===== src/rtl/pipe_hazard_ctrl_pkg.sv =====
`default_nettype none
// ============================================================================
// Module : pipe_ctrl_pkg
// Brief  : Shared types and constants for the DLX pipeline hazard sequencer:
//          FSM state encoding, latch-control bundle and register-zero constant.
//          Optional feature macro used by the block: PIPE_STEP_EN.
// Rev    : 1.0  initial release
// ============================================================================
package pipe_ctrl_pkg;

    // Sequencer states, encoding is fixed so debug taps read consistently
    typedef enum logic [1:0] {
        ST_RUN   = 2'd0,
        ST_DRAIN = 2'd1,
        ST_HALT  = 2'd2
    } state_t;

    localparam logic [4:0] REG_ZERO = 5'd0;
    localparam logic       CTRL_NOP = 1'b0;
    localparam int         DRAIN_W  = 4;

    // One bundle for every pipeline-latch control pin
    typedef struct packed {
        logic pc_enable;
        logic if_id_enable;
        logic if_id_flush;
        logic id_ex_enable;
        logic id_ex_flush;
        logic ex_mem_enable;
        logic mem_wb_enable;
    } latch_ctrl_t;

    // All enables driven to en, both flushes driven to fl
    function automatic latch_ctrl_t ctrl_uniform(input logic en, input logic fl);
        latch_ctrl_t c;
        c.pc_enable     = en;
        c.if_id_enable  = en;
        c.if_id_flush   = fl;
        c.id_ex_enable  = en;
        c.id_ex_flush   = fl;
        c.ex_mem_enable = en;
        c.mem_wb_enable = en;
        return c;
    endfunction

endpackage
`default_nettype wire


===== src/rtl/pipe_hazard_ctrl_if.sv =====
`default_nettype none
// ============================================================================
// Module : pipe_hazard_ctrl_if
// Brief  : Bundle between the DLX core datapath (master) and the hazard
//          sequencer (slave). step_req exists only with PIPE_STEP_EN.
// Rev    : 1.0  initial release
// ============================================================================
interface pipe_hazard_ctrl_if #(
    parameter int CNT_W = 32
);
    logic [4:0]       id_rs;
    logic [4:0]       id_rt;
    logic             id_uses_rt;
    logic             id_halt;
    logic [4:0]       ex_rt;
    logic             ex_mem_read;
    logic             ex_branch_taken;
    logic             mem_ready;
    logic             resume;
`ifdef PIPE_STEP_EN
    logic             step_req;
`endif
    logic             pc_enable;
    logic             if_id_enable;
    logic             if_id_flush;
    logic             id_ex_enable;
    logic             id_ex_flush;
    logic             ex_mem_enable;
    logic             mem_wb_enable;
    logic [CNT_W-1:0] stall_count;
    logic             halted;

    modport master (
`ifdef PIPE_STEP_EN
        output step_req,
`endif
        output id_rs, id_rt, id_uses_rt, id_halt, ex_rt, ex_mem_read,
               ex_branch_taken, mem_ready, resume,
        input  pc_enable, if_id_enable, if_id_flush, id_ex_enable,
               id_ex_flush, ex_mem_enable, mem_wb_enable, stall_count, halted
    );

    modport slave (
`ifdef PIPE_STEP_EN
        input  step_req,
`endif
        input  id_rs, id_rt, id_uses_rt, id_halt, ex_rt, ex_mem_read,
               ex_branch_taken, mem_ready, resume,
        output pc_enable, if_id_enable, if_id_flush, id_ex_enable,
               id_ex_flush, ex_mem_enable, mem_wb_enable, stall_count, halted
    );
endinterface
`default_nettype wire


===== src/rtl/pipe_hazard_ctrl_load_use_detect.sv =====
`default_nettype none
// ============================================================================
// Module : load_use_detect
// Brief  : Flags a load in EX whose destination is a source of the
//          instruction in ID. Writes to r0 never create a hazard.
// Rev    : 1.0  initial release
// ============================================================================
module load_use_detect
    import pipe_ctrl_pkg::*;
(
    input  wire logic [4:0] id_rs,
    input  wire logic [4:0] id_rt,
    input  wire logic       id_uses_rt,
    input  wire logic [4:0] ex_rt,
    input  wire logic       ex_mem_read,
    output logic            load_use
);
    logic w_rs_match;
    logic w_rt_match;

    // Source-register comparison against the load destination
    always_comb begin
        w_rs_match = (ex_rt == id_rs);
        w_rt_match = id_uses_rt && (ex_rt == id_rt);
        load_use   = ex_mem_read && (ex_rt != REG_ZERO) && (w_rs_match || w_rt_match);
    end
endmodule
`default_nettype wire


===== src/rtl/pipe_hazard_ctrl.sv =====
`default_nettype none
// ============================================================================
// Module : pipe_hazard_ctrl
// Brief  : Pipeline sequencer for the 5-stage DLX core. Generates the
//          enable/flush pins of IF_ID, ID_EX, EX_MEM and MEM_WB: load-use
//          bubbles, branch squash, memory-wait freeze and HALT drain/stop.
//          Optional feature: define PIPE_STEP_EN for single-step out of HALT.
// Rev    : 1.0  initial release
// ============================================================================
module pipe_hazard_ctrl
    import pipe_ctrl_pkg::*;
#(
    parameter int DRAIN_CYCLES = 3,
    parameter int CNT_W        = 32
) (
    input  wire logic         clk,
    input  wire logic         reset,
    pipe_hazard_ctrl_if.slave bus
);
    localparam logic [DRAIN_W-1:0] c_drain_load = DRAIN_W'(DRAIN_CYCLES - 1);
    localparam logic [CNT_W-1:0]   c_cnt_one    = CNT_W'(1);

    state_t             r_state;
    logic [DRAIN_W-1:0] r_drain_cnt;
    logic [CNT_W-1:0]   r_stall_count;
    latch_ctrl_t        w_ctrl;
    logic               w_halted;
    logic               w_load_use;

    load_use_detect u_load_use_detect (
        .id_rs       (bus.id_rs),
        .id_rt       (bus.id_rt),
        .id_uses_rt  (bus.id_uses_rt),
        .ex_rt       (bus.ex_rt),
        .ex_mem_read (bus.ex_mem_read),
        .load_use    (w_load_use)
    );

    // Same-cycle latch control decoded from state and hazard inputs
    always_comb begin
        w_ctrl   = ctrl_uniform(CTRL_NOP, CTRL_NOP);
        w_halted = 1'b0;
        if (reset) begin
            w_ctrl = ctrl_uniform(CTRL_NOP, 1'b1);
        end else begin
            case (r_state)
                ST_RUN: begin
                    if (!bus.mem_ready) begin
                        // memory wait freezes every latch; nothing else acts
                        w_ctrl = ctrl_uniform(CTRL_NOP, CTRL_NOP);
                    end else if (bus.ex_branch_taken) begin
                        // squash both wrong-path instructions behind the branch
                        w_ctrl = ctrl_uniform(1'b1, 1'b1);
                    end else if (w_load_use) begin
                        // hold IF/ID, push one bubble into EX
                        w_ctrl.id_ex_flush   = 1'b1;
                        w_ctrl.ex_mem_enable = 1'b1;
                        w_ctrl.mem_wb_enable = 1'b1;
                    end else if (bus.id_halt) begin
                        // HALT advances into EX, front end stops fetching
                        w_ctrl.id_ex_enable  = 1'b1;
                        w_ctrl.ex_mem_enable = 1'b1;
                        w_ctrl.mem_wb_enable = 1'b1;
                    end else begin
                        w_ctrl = ctrl_uniform(1'b1, CTRL_NOP);
                    end
                end
                ST_DRAIN: begin
                    w_ctrl.id_ex_flush   = 1'b1;
                    w_ctrl.ex_mem_enable = bus.mem_ready;
                    w_ctrl.mem_wb_enable = bus.mem_ready;
                end
                ST_HALT: begin
                    w_halted = 1'b1;
                    if (bus.resume) begin
                        // the parked HALT in IF_ID must not re-execute
                        w_ctrl.if_id_flush = 1'b1;
                    end
`ifdef PIPE_STEP_EN
                    else if (bus.step_req) begin
                        w_ctrl   = ctrl_uniform(1'b1, CTRL_NOP);
                        w_halted = 1'b0;
                    end
`endif
                end
                default: begin
                    w_ctrl = ctrl_uniform(CTRL_NOP, CTRL_NOP);
                end
            endcase
        end
    end

    // Sequencer state, drain countdown and saturating stall counter
    always_ff @(posedge clk) begin
        if (reset) begin
            r_state       <= ST_RUN;
            r_drain_cnt   <= '0;
            r_stall_count <= '0;
        end else begin
            if (!w_ctrl.pc_enable && (r_stall_count != '1)) begin
                r_stall_count <= r_stall_count + c_cnt_one;
            end
            case (r_state)
                ST_RUN: begin
                    if (bus.mem_ready && !bus.ex_branch_taken && !w_load_use && bus.id_halt) begin
                        r_state     <= ST_DRAIN;
                        r_drain_cnt <= c_drain_load;
                    end
                end
                ST_DRAIN: begin
                    if (bus.mem_ready) begin
                        if (r_drain_cnt == '0) begin
                            r_state <= ST_HALT;
                        end else begin
                            r_drain_cnt <= r_drain_cnt - DRAIN_W'(1);
                        end
                    end
                end
                ST_HALT: begin
                    if (bus.resume) begin
                        r_state <= ST_RUN;
                    end
                end
                default: begin
                    r_state <= ST_RUN;
                end
            endcase
        end
    end

    assign bus.pc_enable     = w_ctrl.pc_enable;
    assign bus.if_id_enable  = w_ctrl.if_id_enable;
    assign bus.if_id_flush   = w_ctrl.if_id_flush;
    assign bus.id_ex_enable  = w_ctrl.id_ex_enable;
    assign bus.id_ex_flush   = w_ctrl.id_ex_flush;
    assign bus.ex_mem_enable = w_ctrl.ex_mem_enable;
    assign bus.mem_wb_enable = w_ctrl.mem_wb_enable;
    assign bus.stall_count   = r_stall_count;
    assign bus.halted        = w_halted;

endmodule
`default_nettype wire


===== src/flat_wrapper.sv =====
// flat-port wrapper written by rule: the top's interface ports become plain ports
module pipe_hazard_ctrl_flat import pipe_ctrl_pkg::*;
#(
    parameter int DRAIN_CYCLES = 3,
    parameter int CNT_W        = 32
)
  (clk, reset, bus_id_rs, bus_id_rt, bus_id_uses_rt, bus_id_halt, bus_ex_rt, bus_ex_mem_read, bus_ex_branch_taken, bus_mem_ready, bus_resume, bus_pc_enable, bus_if_id_enable, bus_if_id_flush, bus_id_ex_enable, bus_id_ex_flush, bus_ex_mem_enable, bus_mem_wb_enable, bus_stall_count, bus_halted);
  pipe_hazard_ctrl_if #(.CNT_W(CNT_W)) bus_i ();
  input  wire logic clk;
  input  wire logic reset;
  input wire logic [$bits(bus_i.id_rs)-1:0] bus_id_rs;
  input wire logic [$bits(bus_i.id_rt)-1:0] bus_id_rt;
  input wire logic [$bits(bus_i.id_uses_rt)-1:0] bus_id_uses_rt;
  input wire logic [$bits(bus_i.id_halt)-1:0] bus_id_halt;
  input wire logic [$bits(bus_i.ex_rt)-1:0] bus_ex_rt;
  input wire logic [$bits(bus_i.ex_mem_read)-1:0] bus_ex_mem_read;
  input wire logic [$bits(bus_i.ex_branch_taken)-1:0] bus_ex_branch_taken;
  input wire logic [$bits(bus_i.mem_ready)-1:0] bus_mem_ready;
  input wire logic [$bits(bus_i.resume)-1:0] bus_resume;
  output wire logic [$bits(bus_i.pc_enable)-1:0] bus_pc_enable;
  output wire logic [$bits(bus_i.if_id_enable)-1:0] bus_if_id_enable;
  output wire logic [$bits(bus_i.if_id_flush)-1:0] bus_if_id_flush;
  output wire logic [$bits(bus_i.id_ex_enable)-1:0] bus_id_ex_enable;
  output wire logic [$bits(bus_i.id_ex_flush)-1:0] bus_id_ex_flush;
  output wire logic [$bits(bus_i.ex_mem_enable)-1:0] bus_ex_mem_enable;
  output wire logic [$bits(bus_i.mem_wb_enable)-1:0] bus_mem_wb_enable;
  output wire logic [$bits(bus_i.stall_count)-1:0] bus_stall_count;
  output wire logic [$bits(bus_i.halted)-1:0] bus_halted;
  assign bus_i.id_rs = bus_id_rs;
  assign bus_i.id_rt = bus_id_rt;
  assign bus_i.id_uses_rt = bus_id_uses_rt;
  assign bus_i.id_halt = bus_id_halt;
  assign bus_i.ex_rt = bus_ex_rt;
  assign bus_i.ex_mem_read = bus_ex_mem_read;
  assign bus_i.ex_branch_taken = bus_ex_branch_taken;
  assign bus_i.mem_ready = bus_mem_ready;
  assign bus_i.resume = bus_resume;
  assign bus_pc_enable = bus_i.pc_enable;
  assign bus_if_id_enable = bus_i.if_id_enable;
  assign bus_if_id_flush = bus_i.if_id_flush;
  assign bus_id_ex_enable = bus_i.id_ex_enable;
  assign bus_id_ex_flush = bus_i.id_ex_flush;
  assign bus_ex_mem_enable = bus_i.ex_mem_enable;
  assign bus_mem_wb_enable = bus_i.mem_wb_enable;
  assign bus_stall_count = bus_i.stall_count;
  assign bus_halted = bus_i.halted;
  pipe_hazard_ctrl #(.DRAIN_CYCLES(DRAIN_CYCLES), .CNT_W(CNT_W)) u_core (.clk(clk), .reset(reset), .bus(bus_i));
endmodule

===== config.mk =====
export PLATFORM = sky130hd
export DESIGN_NAME = pipe_hazard_ctrl_flat
export DESIGN_NICKNAME = d
export VERILOG_FILES = /design/src/rtl/pipe_hazard_ctrl_pkg.sv /design/src/rtl/pipe_hazard_ctrl_if.sv /design/src/rtl/pipe_hazard_ctrl_load_use_detect.sv /design/src/rtl/pipe_hazard_ctrl.sv /design/src/flat_wrapper.sv
export SDC_FILE = /design/constraint.sdc
export NUM_CORES = 1
export LEC_CHECK = 0
export BUFFER_PORTS_ARGS = -buffer_cell sky130_fd_sc_hd__buf_2
export CAP_MARGIN = 20
export CORE_MARGIN = 3
export CORE_UTILIZATION = 45
export DETAILED_ROUTE_END_ITERATION = 7
export PLACE_DENSITY = 0.71
export REMOVE_ABC_BUFFERS = 1
export SETUP_SLACK_MARGIN = 0.15
export SYNTH_ARGS = -nofsm -noshare
export SYNTH_HDL_FRONTEND = slang
export SYNTH_HIERARCHICAL = 1
export SYNTH_SLANG_ARGS = --single-unit

===== constraint.sdc =====
create_clock -name clk -period 4.57 [get_ports clk]
set_input_delay 0.2285 -clock clk [delete_from_list [all_inputs] [get_ports clk]]
set_output_delay 0.2285 -clock clk [all_outputs]
set_load 0.05 [all_outputs]

==> summary.txt, run 1 <==
Layout
  – Most frequent cells in the layout: 62 x buf_2, 38 x dfxtp_1, 30 x a21oi_1
  – Storage cell area: 761 um^2
  – Multi-input logic area: 1290 um^2
  – Share of cells above drive strength 1: 0.248
  – Area growth, synth to finish: 18.7%
  – N_diodes: 0
  – Most common cell after layout, fill and taps aside: buf_2
  – Core Util, Final: 0.570
  – Layout net count: 348
  – # fillers: 428

Power
  – Peak supply drop: 0.000184 V
  – Pwr Density: 265 nW/um^2
  – Clock share of power: 0.352
  – Cell-internal power: 0.491 mW
  – Register share of total power: 0.506
  – Sw frac: 0.274
  – Leak: 1.01 nW
  – Overall power: 0.676 mW
  – Sw Pwr: 0.186 mW
  – Combinational Power Share: 0.142

Setup path
  – Worst Path Arrival: 2.62 ns
  – R2r startpoint: u_core/bus.stall_count[0]$_SDFFE_PP0P_
  – Worst R2R End: u_core/bus.stall_count[25]$_SDFFE_PP0P_
  – Cell mode on critical path: a21oi_1
  – Reg2Reg Depth: 6
  – Critical path's slowest cell: a2111o_1
  – CP peak stage delay: 0.53 ns
  – R2R Setup Slk: 2.38 ns
  – Req. time, crit path: 4.78 ns
  – CP Cell Sequence: buf_2, xor2_1, nor4_2, nand3_1, a21oi_1, o21ba_2, o2111ai_1, a2111o_1, or4_1, a21oi_1
  – Crit end category: flip-flop
  – Setup CP Type: input pin to flip-flop
  – Critical Path Start Type: input pin
  – Worst-path maximum fanout: 13

Yosys
  – Synth warn: 6
  – Share of synthesized registers carrying an async set or reset: 0
  – Post-synth cell types: 48
  – Flops & latches, synth: 38
  – Primary FF master, synth: dfxtp_1
  – Biggest area contributors in the synthesized netlist: dfxtp_1 35%, a21oi_1 7.0%, or3_1 5.8%
  – Synth Cell Area: 2150 um^2
  – Yosys top cell area share: 0.354
  – Top cell type by total area after synthesis: dfxtp_1
  – Post-synth EDFFs: 0
  – Syn avg cell area: 8.14 um^2
  – Seq/Total Area, Yosys: 0.354
  – Post-Syn Instances: 264

Drt
  – Final ANT Viol Nets: 0
  – Drt pass-1 iters: 4
  – Vias/cell: 5.73
  – Routed Wire Length: 5000 um
  – DR WL/cell: 13.3 um
  – DRC violations left: 0
  – Via count: 2147
  – First DRT Iteration DRCs: 106

Die
  – Ports: 63
  – Core area: 4470 um^2
  – Die Area: 5640 um^2
  – Starting density of the core: 0.480
  – Die width: 75.1 um
  – Die height: 75.1 um
  – Rows: 24

Placed design
  – IO buf count: 62
  – Placer Congestion: 0.766
  – HPWL Detailed: 3680 um

Timing
  – Slew HR: 0.474
  – Fin Hold WS: 0.296 ns
  – Final Cycle Share: 0.526
  – Slew Limit Fails: 0
  – Final setup fails: 0
  – RSZ-0062 raised after global routing: no
  – Tmin final: 2.40 ns
  – Setup TNS: 0 ns
  – Fmax: 416 MHz
  – Endpoints failing hold: 0
  – Worst Skew: 0.00729 ns
  – Slew @ Worst Pin: 0.789 ns

Clocking
  – Post-CTS Setup Bufs: 0
  – Sink Count: 38
  – Post_cts resized: 0
  – TritonCTS Buffers: 5
  – Clk slew on worst S/H paths: 0.07 ns
  – Clk Latency, worst-skew pair: 0.29 ns
  – CTS tree: yes
  – H-tree level count: 2
  – CTS Buffer Depth: 2
  – Hold buffers post-CTS: 0
  – Root buf cell: clkbuf_8

Hold path
  – Hold EP: u_core/r_state[0]$_SDFFE_PP0P_
  – Hold path startpoint: bus_mem_ready
  – Hold crit path type: input pin to flip-flop
  – Hold Path Stages: 3

Outcome
  – Status: completed

Global routing
  – GR Util All Layers: 0.177
  – Met2 GRT Util: 0.314
  – Grt peak-use layer: met2
  – Antenna violations before repair: 0
  – GR met3 Demand/Resource: 0.0441
  – Total grt overflow: 0
  – M1 GR Usage: 0.210
  – First-pass GRT wire length: 7820 um
  – Largest net degree at the start of global routing: 46
  – Vias in the first global route: 1852

Run
  – Max-cap violations: 0
-- Yosys cell counts, types with 2 or more instances --
| library cell | number |
|---|---|
| nand3_1 | 12 |
| nor2_1 | 15 |
| o21bai_1 | 2 |
| buf_4 | 4 |
| o211ai_1 | 2 |
| ha_1 | 3 |
| nor2b_1 | 3 |
| o31ai_1 | 4 |
| a311oi_1 | 2 |
| xnor2_1 | 7 |
| and4_1 | 6 |
| nand2_1 | 19 |
| inv_1 | 8 |
| nor3_1 | 3 |
| dfxtp_1 | 38 |
| a31oi_1 | 5 |
| buf_2 | 3 |
| o21ai_0 | 20 |
| clkbuf_1 | 4 |
| nor3b_1 | 3 |
| or3_1 | 20 |
| a21oi_1 | 30 |
| nand4_1 | 5 |
| xor2_1 | 9 |
| mux2_2 | 2 |
| or4_1 | 4 |
| nor4_1 | 2 |
| or2_4 | 2 |
| and2_1 | 5 |
| and3_1 | 4 |
-- worst max-delay path, delay by kind of cell --
family / cells / cell delay, ns
buf+inv: 1 / 0.12
compound gates: 5 / 1.27
simple gates: 3 / 0.82
xor+xnor: 1 / 0.16
-- cell type report --
type                    instances  share of cell area
well taps                      52              0.0255
repair buffers                 63               0.125
clock inverters                 1             0.00196
flip-flops and latches         38               0.298
multi-input cells             206               0.504
clock buffers                   7              0.0338
inverters                       8              0.0118
-- logic make-up after synthesis --
| family | Yosys count | share of synthesized area |
|---|---|---|
| AOI/OAI and AO/OA | 74 | 0.204 |
| xor gates and xnor gates | 16 | 0.0652 |
| adders and majority gates | 3 | 0.0175 |
| muxes | 3 | 0.0151 |
| buffers and inverters | 20 | 0.0471 |
| DFF | 38 | 0.354 |
| and+or+nand+nor | 110 | 0.297 |
-- flip-flops by register name, summed over array words and instances, names as in the netlist --
signal / count
u_core/r_state: 2
u_core/bus.stall_count: 32
u_core/r_drain_cnt: 4
-- metrics by stage --
stage / instances / cell area [um^2] / setup WS, ns
floorplan: 252 / 2080 / 1.73
global placement: 367 / 2460 / 1.94
detailed placement: 367 / 2460 / 1.87
CTS: 375 / 2550 / 2.16
global route: 375 / 2550 / 1.97
finish: 375 / 2550 / 2.17
-- how the worst max path moves through the flow --
stage / from / to
6_report: bus_ex_rt[3] / u_core/bus.stall_count[25]$_SDFFE_PP0P_
5_1_grt: bus_ex_rt[3] / u_core/bus.stall_count[25]$_SDFFE_PP0P_
4_1_cts: bus_ex_rt[3] / u_core/bus.stall_count[25]$_SDFFE_PP0P_
3_5_place_dp: bus_ex_rt[3] / u_core/bus.stall_count[25]$_SDFFE_PP0P_
3_3_place_gp: bus_ex_rt[3] / u_core/bus.stall_count[25]$_SDFFE_PP0P_
2_1_floorplan: bus_ex_rt[0] / u_core/bus.stall_count[20]$_SDFFE_PP0P_
-- routing by layer --
metal | up-vias | share of wire
met4 | 0 | 0.0098
met2 | 58 | 0.47
met5 | - | 0
li1 | 1096 | -
met3 | 5 | 0.069
met1 | 988 | 0.46
-- power groups by stage --
stage               logic, mW  clock network, mW  registers [mW]
floorplan              0.0519                  0           0.360
global placement       0.0956                  0           0.350
detailed placement     0.0964                  0           0.350
CTS                    0.0965              0.244           0.342
global route            0.105              0.255           0.344
finish                 0.0959              0.238           0.342
No activity file was read; power rests on OpenSTA's default activity.
==> run 2: changes to the inputs <==
==> constraint.sdc (replaced) <==
create_clock -name clk -period 2.3 [get_ports clk]
set_input_delay 0.115 -clock clk [delete_from_list [all_inputs] [get_ports clk]]
set_output_delay 0.115 -clock clk [all_outputs]
set_load 0.05 [all_outputs]
==> run 2 against run 1 <==
Compared with the run above:
- clock power rose by 100%
- clock skew rose by 0.0026 ns
- combinational power rose by 130%
- critical path type is now input pin to primary output
- sequential power up 98%
- first-iteration DRC count is 8.5% lower
- non-clock buffer count rose by 14
- register-to-register slack got worse by 2.2 ns
- design area up 7.9%
==> summary.txt, run 2 (synthesis gave the netlist of run 1 again) <==
Die
  – Die width: 75.1 um (unchanged)
  – Die Area: 5640 um^2 (unchanged)
  – Rows: 24 (unchanged)
  – Ports: 63 (unchanged)
  – Die height: 75.1 um (unchanged)
  – Core area: 4470 um^2 (unchanged)
  – Starting density of the core: 0.480 (unchanged)

Setup path
  – Critical Path Start Type: input pin
  – CP delay by family, top: simple AND/OR/NAND/NOR gates
  – Cell mode on critical path: buf_4
  – Reg2Reg Depth: 6 (unchanged)
  – Req. time, crit path: 2.18 ns (-2.60 ns)
  – CP peak stage delay: 0.54 ns (about the same)
  – CP Cell Sequence: buf_2, or4_1, o21ai_2, a21oi_2, o21ba_4, buf_4, or2_4, inv_1, buf_4, buf_4
  – Critical path's slowest cell: or4_1
  – Setup CP Type: input pin to primary output
  – Worst-path maximum fanout: 5 (-8)
  – R2r startpoint: u_core/bus.stall_count[2]$_SDFFE_PP0P_
  – WP buf/inv: 5 (+4)
  – Crit end category: primary output
  – Worst Path Arrival: 1.98 ns (-0.64 ns)
  – Worst R2R End: u_core/bus.stall_count[23]$_SDFFE_PP0P_
  – R2R Setup Slk: 0.23 ns (-2.15 ns)

Clocking
  – CTS Buffer Depth: 2 (unchanged)
  – Sink Count: 38 (unchanged)
  – Clk Latency, worst-skew pair: 0.30 ns (about the same)
  – Clk slew on worst S/H paths: 0.07 ns (about the same)
  – Root buf cell: clkbuf_8
  – TritonCTS Buffers: 5 (unchanged)
  – CTS tree: yes
  – Hold buffers post-CTS: 0 (unchanged)
  – H-tree level count: 2 (unchanged)

Placed design
  – Post-Place Cells: 378 (+3.0%)
  – IO buf count: 62 (unchanged)
  – Placed inst area: 2540 um^2 (+3.4%)
  – Placer Congestion: 0.770 (+0.50%)
  – HPWL Detailed: 3840 um (+4.5%)

Global routing
  – Antenna violations before repair: 0 (unchanged)
  – First-pass GRT wire length: 8530 um (+9.0%)
  – Largest net degree at the start of global routing: 45 (-2.2%)
  – GR Util All Layers: 0.193 (+0.0161)
  – Total grt overflow: 0 (unchanged)
  – Vias in the first global route: 1879 (+1.5%)

Power
  – Peak supply drop: 0.000294 V (+60%)
  – Combinational Power Share: 0.159 (+0.017)
  – Leak: 1.10 nW (+8.5%)
  – Pwr Density: 503 nW/um^2 (+90%)
  – Register share of total power: 0.490 (-0.016)
  – Cell-internal power: 0.991 mW (+100%)
  – Sw Pwr: 0.395 mW (+110%)
  – Clock share of power: 0.352 (about the same)
  – Sw frac: 0.285 (+0.0104)
  – Overall power: 1.39 mW (+100%)

Timing
  – Slew @ Worst Pin: 0.488 ns (-0.301 ns)
  – RSZ-0062 raised after global routing: no
  – Final setup fails: 0 (unchanged)
  – Tmin final: 2.10 ns
  – Endpoints failing hold: 0 (unchanged)
  – Slew HR: 0.673 (+0.200)
  – Fin Hold WS: 0.188 ns (-0.108 ns)
  – Fmax: 477 MHz
  – Slew Limit Fails: 0 (unchanged)
  – Final Cycle Share: 0.912
  – Worst Skew: 0.00986 ns (+0.00257 ns)

Drt
  – Via count: 2200 (+2.5%)
  – Vias/cell: 5.64 (-1.5%)
  – First DRT Iteration DRCs: 97 (-8.5%)
  – Routed Wire Length: 5530 um (+11%)
  – Final ANT Viol Nets: 0 (unchanged)
  – Drt pass-1 iters: 5 (+1)
  – DRC violations left: 0 (unchanged)
  – DR WL/cell: 14.2 um (+6.3%)

Hold path
  – Hold path startpoint: bus_mem_ready
  – Hold EP: u_core/r_state[0]$_SDFFE_PP0P_
  – Hold Path Stages: 3 (unchanged)
  – Hold crit path type: input pin to flip-flop

Layout
  – Most common cell after layout, fill and taps aside: buf_2
  – Layout net count: 363 (+4.3%)
  – Core Util, Final: 0.616 (+0.0453)
  – Share of cells above drive strength 1: 0.317 (+0.0689)
  – Max reg flops: 32 (unchanged)
  – Area growth, synth to finish: 28.2%
  – Most frequent cells in the layout: 58 x buf_2, 37 x dfxtp_1, 28 x a21oi_1
  – N_diodes: 0 (unchanged)
  – Final design area excluding fillers: 2760 um^2 (+7.9%)
  – Non-filler cells, final: 390 (+4.0%)

Run
  – Max-cap violations: 0 (unchanged)

Outcome
  – Status: completed
[run 2: cell types whose count changed in the layout (fill, tap and decap cells not counted), sizes merged]
cell / delta
clkinvlp: +1
buf: +14
clkbuf: -1
a2111o: +1
[run 2: how the worst max path moves through the flow]
stage,start,end,depth (start not counted)
global placement,bus_ex_rt[3],u_core/bus.stall_count[25]$_SDFFE_PP0P_,10
detailed placement,bus_ex_rt[3],u_core/bus.stall_count[25]$_SDFFE_PP0P_,10
global route,bus_ex_rt[0],u_core/bus.stall_count[23]$_SDFFE_PP0P_,11
finish,bus_ex_rt[0],bus_pc_enable,10
floorplan,bus_ex_rt[0],u_core/bus.stall_count[20]$_SDFFE_PP0P_,9
CTS,u_core/bus.stall_count[0]$_SDFFE_PP0P_,u_core/bus.stall_count[25]$_SDFFE_PP0P_,6
[run 2: power groups by stage]
stage | logic, mW | registers (mW) | clock network, mW
after floorplan | 0.103 | 0.715 | 0
after global placement | 0.205 | 0.693 | 0
after detailed placement | 0.208 | 0.693 | 0
after CTS | 0.209 | 0.678 | 0.498
after global routing | 0.239 | 0.680 | 0.524
final | 0.220 | 0.678 | 0.487
[run 2: final cells by class]
type	instances	area, um^2
inverters	8	30.0
clock buffers	6	82.6
flip-flops and latches	38	762
clock inverters	2	12.5
fillers	411	1720
multi-input cells	207	1360
repair buffers	77	444
well taps	52	65.1
[run 2: metrics by stage]
| stage | setup TNS [ns] | setup slack [ns] |
|---|---|---|
| 2_1_floorplan | -2.19 | -0.429 |
| 3_3_place_gp | -0.753 | -0.134 |
| 3_5_place_dp | -1.05 | -0.195 |
| 4_1_cts | 0 | 0.148 |
| 5_1_grt | 0 | 0.113 |
| 6_report | 0 | 0.202 |
[run 2: worst reg2reg max path, stage by stage (launching register included)]
cell	delay, ns
dfxtp_1	0.43
and4_2	0.38
o2111ai_4	0.15
a2111o_1	0.46
buf_6	0.16
or3_1	0.30
a21oi_1	0.12
[run 2: metal layers]
layer | global-route usage | routed length, um
met1 | 0.248 | 2510
met2 | 0.309 | 2530
met3 | 0.0494 | 354
met4 | 0.0810 | 128
met5 | 0 | 0
[run 2: repair_timing]
action	4_1_cts	5_1_grt
endpoints found under the setup margin	2	13
cloned	0	1
gates resized for setup	1	22
buffers inserted	0	3
pin swaps	1	11
==> run 3: changes to the inputs <==
--- a/config.mk
+++ b/config.mk
@@ -8,9 +8,9 @@
 export BUFFER_PORTS_ARGS = -buffer_cell sky130_fd_sc_hd__buf_2
 export CAP_MARGIN = 20
 export CORE_MARGIN = 3
-export CORE_UTILIZATION = 45
+export CORE_UTILIZATION = 52
 export DETAILED_ROUTE_END_ITERATION = 7
-export PLACE_DENSITY = 0.71
+export PLACE_DENSITY = 0.8
 export REMOVE_ABC_BUFFERS = 1
 export SETUP_SLACK_MARGIN = 0.15
 export SYNTH_ARGS = -nofsm -noshare
==> run 3 against run 2 <==
Compared with the run above:
- combinational power hardly changed
- die area is 12% lower
- register-to-register slack worse by 0.03 ns
- worst setup slack worse by 0.056 ns
- final cell count is 1.5% lower
- sequential share of layout area is 0.26 points higher
- power is 1.8% lower
- sequential cell count stayed put
- wire length is 4.0% lower
- critical path depth stayed put
- clock-buffer cell count is 1 higher
- sequential power hardly changed
- critical path type is now input pin to flip-flop
- critical endpoint is now u_core/r_drain_cnt[2]$_SDFFE_PP0P_
==> summary.txt, run 3 (synthesis gave the netlist of run 1 again) <==
Outcome
  – Status: completed

Setup path
  – Req. time, crit path: 2.50 ns (+0.32 ns)
  – Critical Path Start Type: input pin
  – CP delay by family, top: simple AND/OR/NAND/NOR gates
  – Critical path's slowest cell: or4b_2
  – Crit end category: flip-flop
  – CP Cell Sequence: buf_4, or4_1, o21ai_2, a21oi_2, buf_4, or4b_2, o21ai_2, nand3_1, xor2_1, a311oi_1
  – Worst-path maximum fanout: 3 (-2)
  – Setup CP Type: input pin to flip-flop
  – CP peak stage delay: 0.62 ns (+0.08 ns)
  – WP buf/inv: 2 (-3)
  – Worst Path Arrival: 2.35 ns (+0.37 ns)

Die
  – Die Area: 4940 um^2 (-12%)
  – Die height: 70.3 um (-6.4%)
  – Core area: 3830 um^2 (-14%)
  – Ports: 63 (unchanged)
  – Die width: 70.3 um (-6.4%)
  – Rows: 22 (-8.3%)
  – Starting density of the core: 0.562 (+0.0814)

Placed design
  – IO buf count: 62 (unchanged)
  – HPWL Detailed: 3740 um (-2.8%)
  – Placer Congestion: 0.824 (+7.0%)

Timing
  – Final setup fails: 0 (unchanged)
  – Worst Skew: 0.00295 ns (-0.00691 ns)
  – Slew Limit Fails: 0 (unchanged)
  – Fmax: 464 MHz (-2.6%)
  – Slew HR: 0.622 (-0.0516)
  – Setup TNS: 0 ns (unchanged)
  – RSZ-0062 raised after global routing: yes
  – Slew @ Worst Pin: 0.566 ns (+0.0783 ns)
  – Endpoints failing hold: 0 (unchanged)
  – Final Cycle Share: 0.937 (+0.0243)
  – Tmin final: 2.15 ns (+0.0558 ns)

Global routing
  – Largest net degree at the start of global routing: 45 (unchanged)
  – Vias in the first global route: 1973 (+5.0%)
  – Antenna violations before repair: 0 (unchanged)
  – GR Util All Layers: 0.205 (+0.0113)
  – Total grt overflow: 0 (unchanged)
  – First-pass GRT wire length: 8420 um (-1.2%)

Hold path
  – Hold crit path type: input pin to flip-flop

Run
  – Max-cap violations: 0 (unchanged)

Clocking
  – H-tree level count: 2 (unchanged)
  – TritonCTS Buffers: 5 (unchanged)
  – CTS tree: yes
  – CTS Buffer Depth: 2 (unchanged)
  – Clk Latency, worst-skew pair: 0.28 ns (-0.02 ns)
  – Root buf cell: clkbuf_8
  – Clk slew on worst S/H paths: 0.07 ns (about the same)
  – Sink Count: 38 (unchanged)

Layout
  – Area growth, synth to finish: 26.8%
  – N_diodes: 0 (unchanged)
  – Max reg flops: 32 (unchanged)
  – Most frequent cells in the layout: 57 x buf_2, 38 x dfxtp_1, 29 x a21oi_1
  – Most common cell after layout, fill and taps aside: buf_2
  – # fillers: 301 (-27%)
  – Share of cells above drive strength 1: 0.301 (-0.0160)
  – Layout net count: 361 (-0.55%)

Power
  – Pwr Density: 499 nW/um^2 (-0.71%)
  – Overall power: 1.36 mW (-1.8%)
  – Peak supply drop: 0.000350 V (+19%)
  – Leak: 1.10 nW (-0.35%)

Drt
  – Final ANT Viol Nets: 0 (unchanged)
  – First DRT Iteration DRCs: 123 (+27%)
  – Vias/cell: 5.81 (+3.0%)
  – Drt pass-1 iters: 4 (-1)
  – Routed Wire Length: 5310 um (-4.0%)
  – DRC violations left: 0 (unchanged)
  – DR WL/cell: 13.8 um (-2.5%)
  – Via count: 2232 (+1.5%)
-- run 3: layout make-up --
class                           count  area (um^2)  area share
Multi-Input combinational cell    206         1340       0.492
Sequential cell                    38          761       0.279
Timing Repair Buffer               76          443       0.163
Clock buffer                        7         86.3      0.0317
Tap cell                           48         60.1      0.0220
Inverter                            8         30.0      0.0110
Clock inverter                      1         5.00     0.00184
-- run 3: through the flow --
| stage | cells | area, um^2 | utilization | setup slack (ns) | hold slack, ns |
|---|---|---|---|---|---|
| finish | 384 | 2730 | 0.712 | 0.146 | 0.184 |
| global route | 384 | 2730 | 0.712 | 0.0457 | 0.195 |
| CTS | 382 | 2630 | 0.687 | 0.106 | 0.173 |
| detailed placement | 374 | 2540 | 0.664 | -0.208 | 0.475 |
| global placement | 374 | 2540 | 0.664 | -0.123 | 0.469 |
| floorplan | 252 | 2080 | - | -0.429 | 0.184 |
-- run 3: power by group --
group / total (mW) / switching [mW] / internal (mW)
clock: 0.462 / 0.220 / 0.242
sequential: 0.677 / 0.00863 / 0.668
combinational: 0.222 / 0.139 / 0.0830
-- run 3: final timing paths --
check | startpoint | to | slack, ns | cells past startpoint
hold reg to reg | u_core/bus.stall_count[1]$_SDFFE_PP0P_ | u_core/bus.stall_count[1]$_SDFFE_PP0P_ | 0.48 | 2
setup / recovery | bus_ex_rt[0] | u_core/r_drain_cnt[2]$_SDFFE_PP0P_ | 0.15 | 10
hold / removal | bus_resume | u_core/r_state[1]$_SDFFE_PP0P_ | 0.18 | 4
setup reg to reg | u_core/bus.stall_count[1]$_SDFFE_PP0P_ | u_core/bus.stall_count[25]$_SDFFE_PP0P_ | 0.20 | 6
-- run 3: layer usage --
layer  global-route usage  routed length (um)
met4               0.0553                  27
met3               0.0561                 332
met1                0.257                2360
met2                0.342                2580
met5                    0                   0
-- run 3: repair_timing --
item | in CTS | in global routing
hold buffers | 0 | 0
buffers inserted | 0 | 2
gates resized for setup | 1 | 21
pin swaps | 1 | 4
setup endpoints to repair | 4 | 16
-- run 3: worst reg2reg max path: cells and delay by family (launching register included) --
family,cells,cell delay (ns)
AO/OA/AOI/OAI,2,0.64
adder cells (fa/ha/maj),1,0.23
flip-flops,1,0.33
AND/OR/NAND/NOR,3,0.83
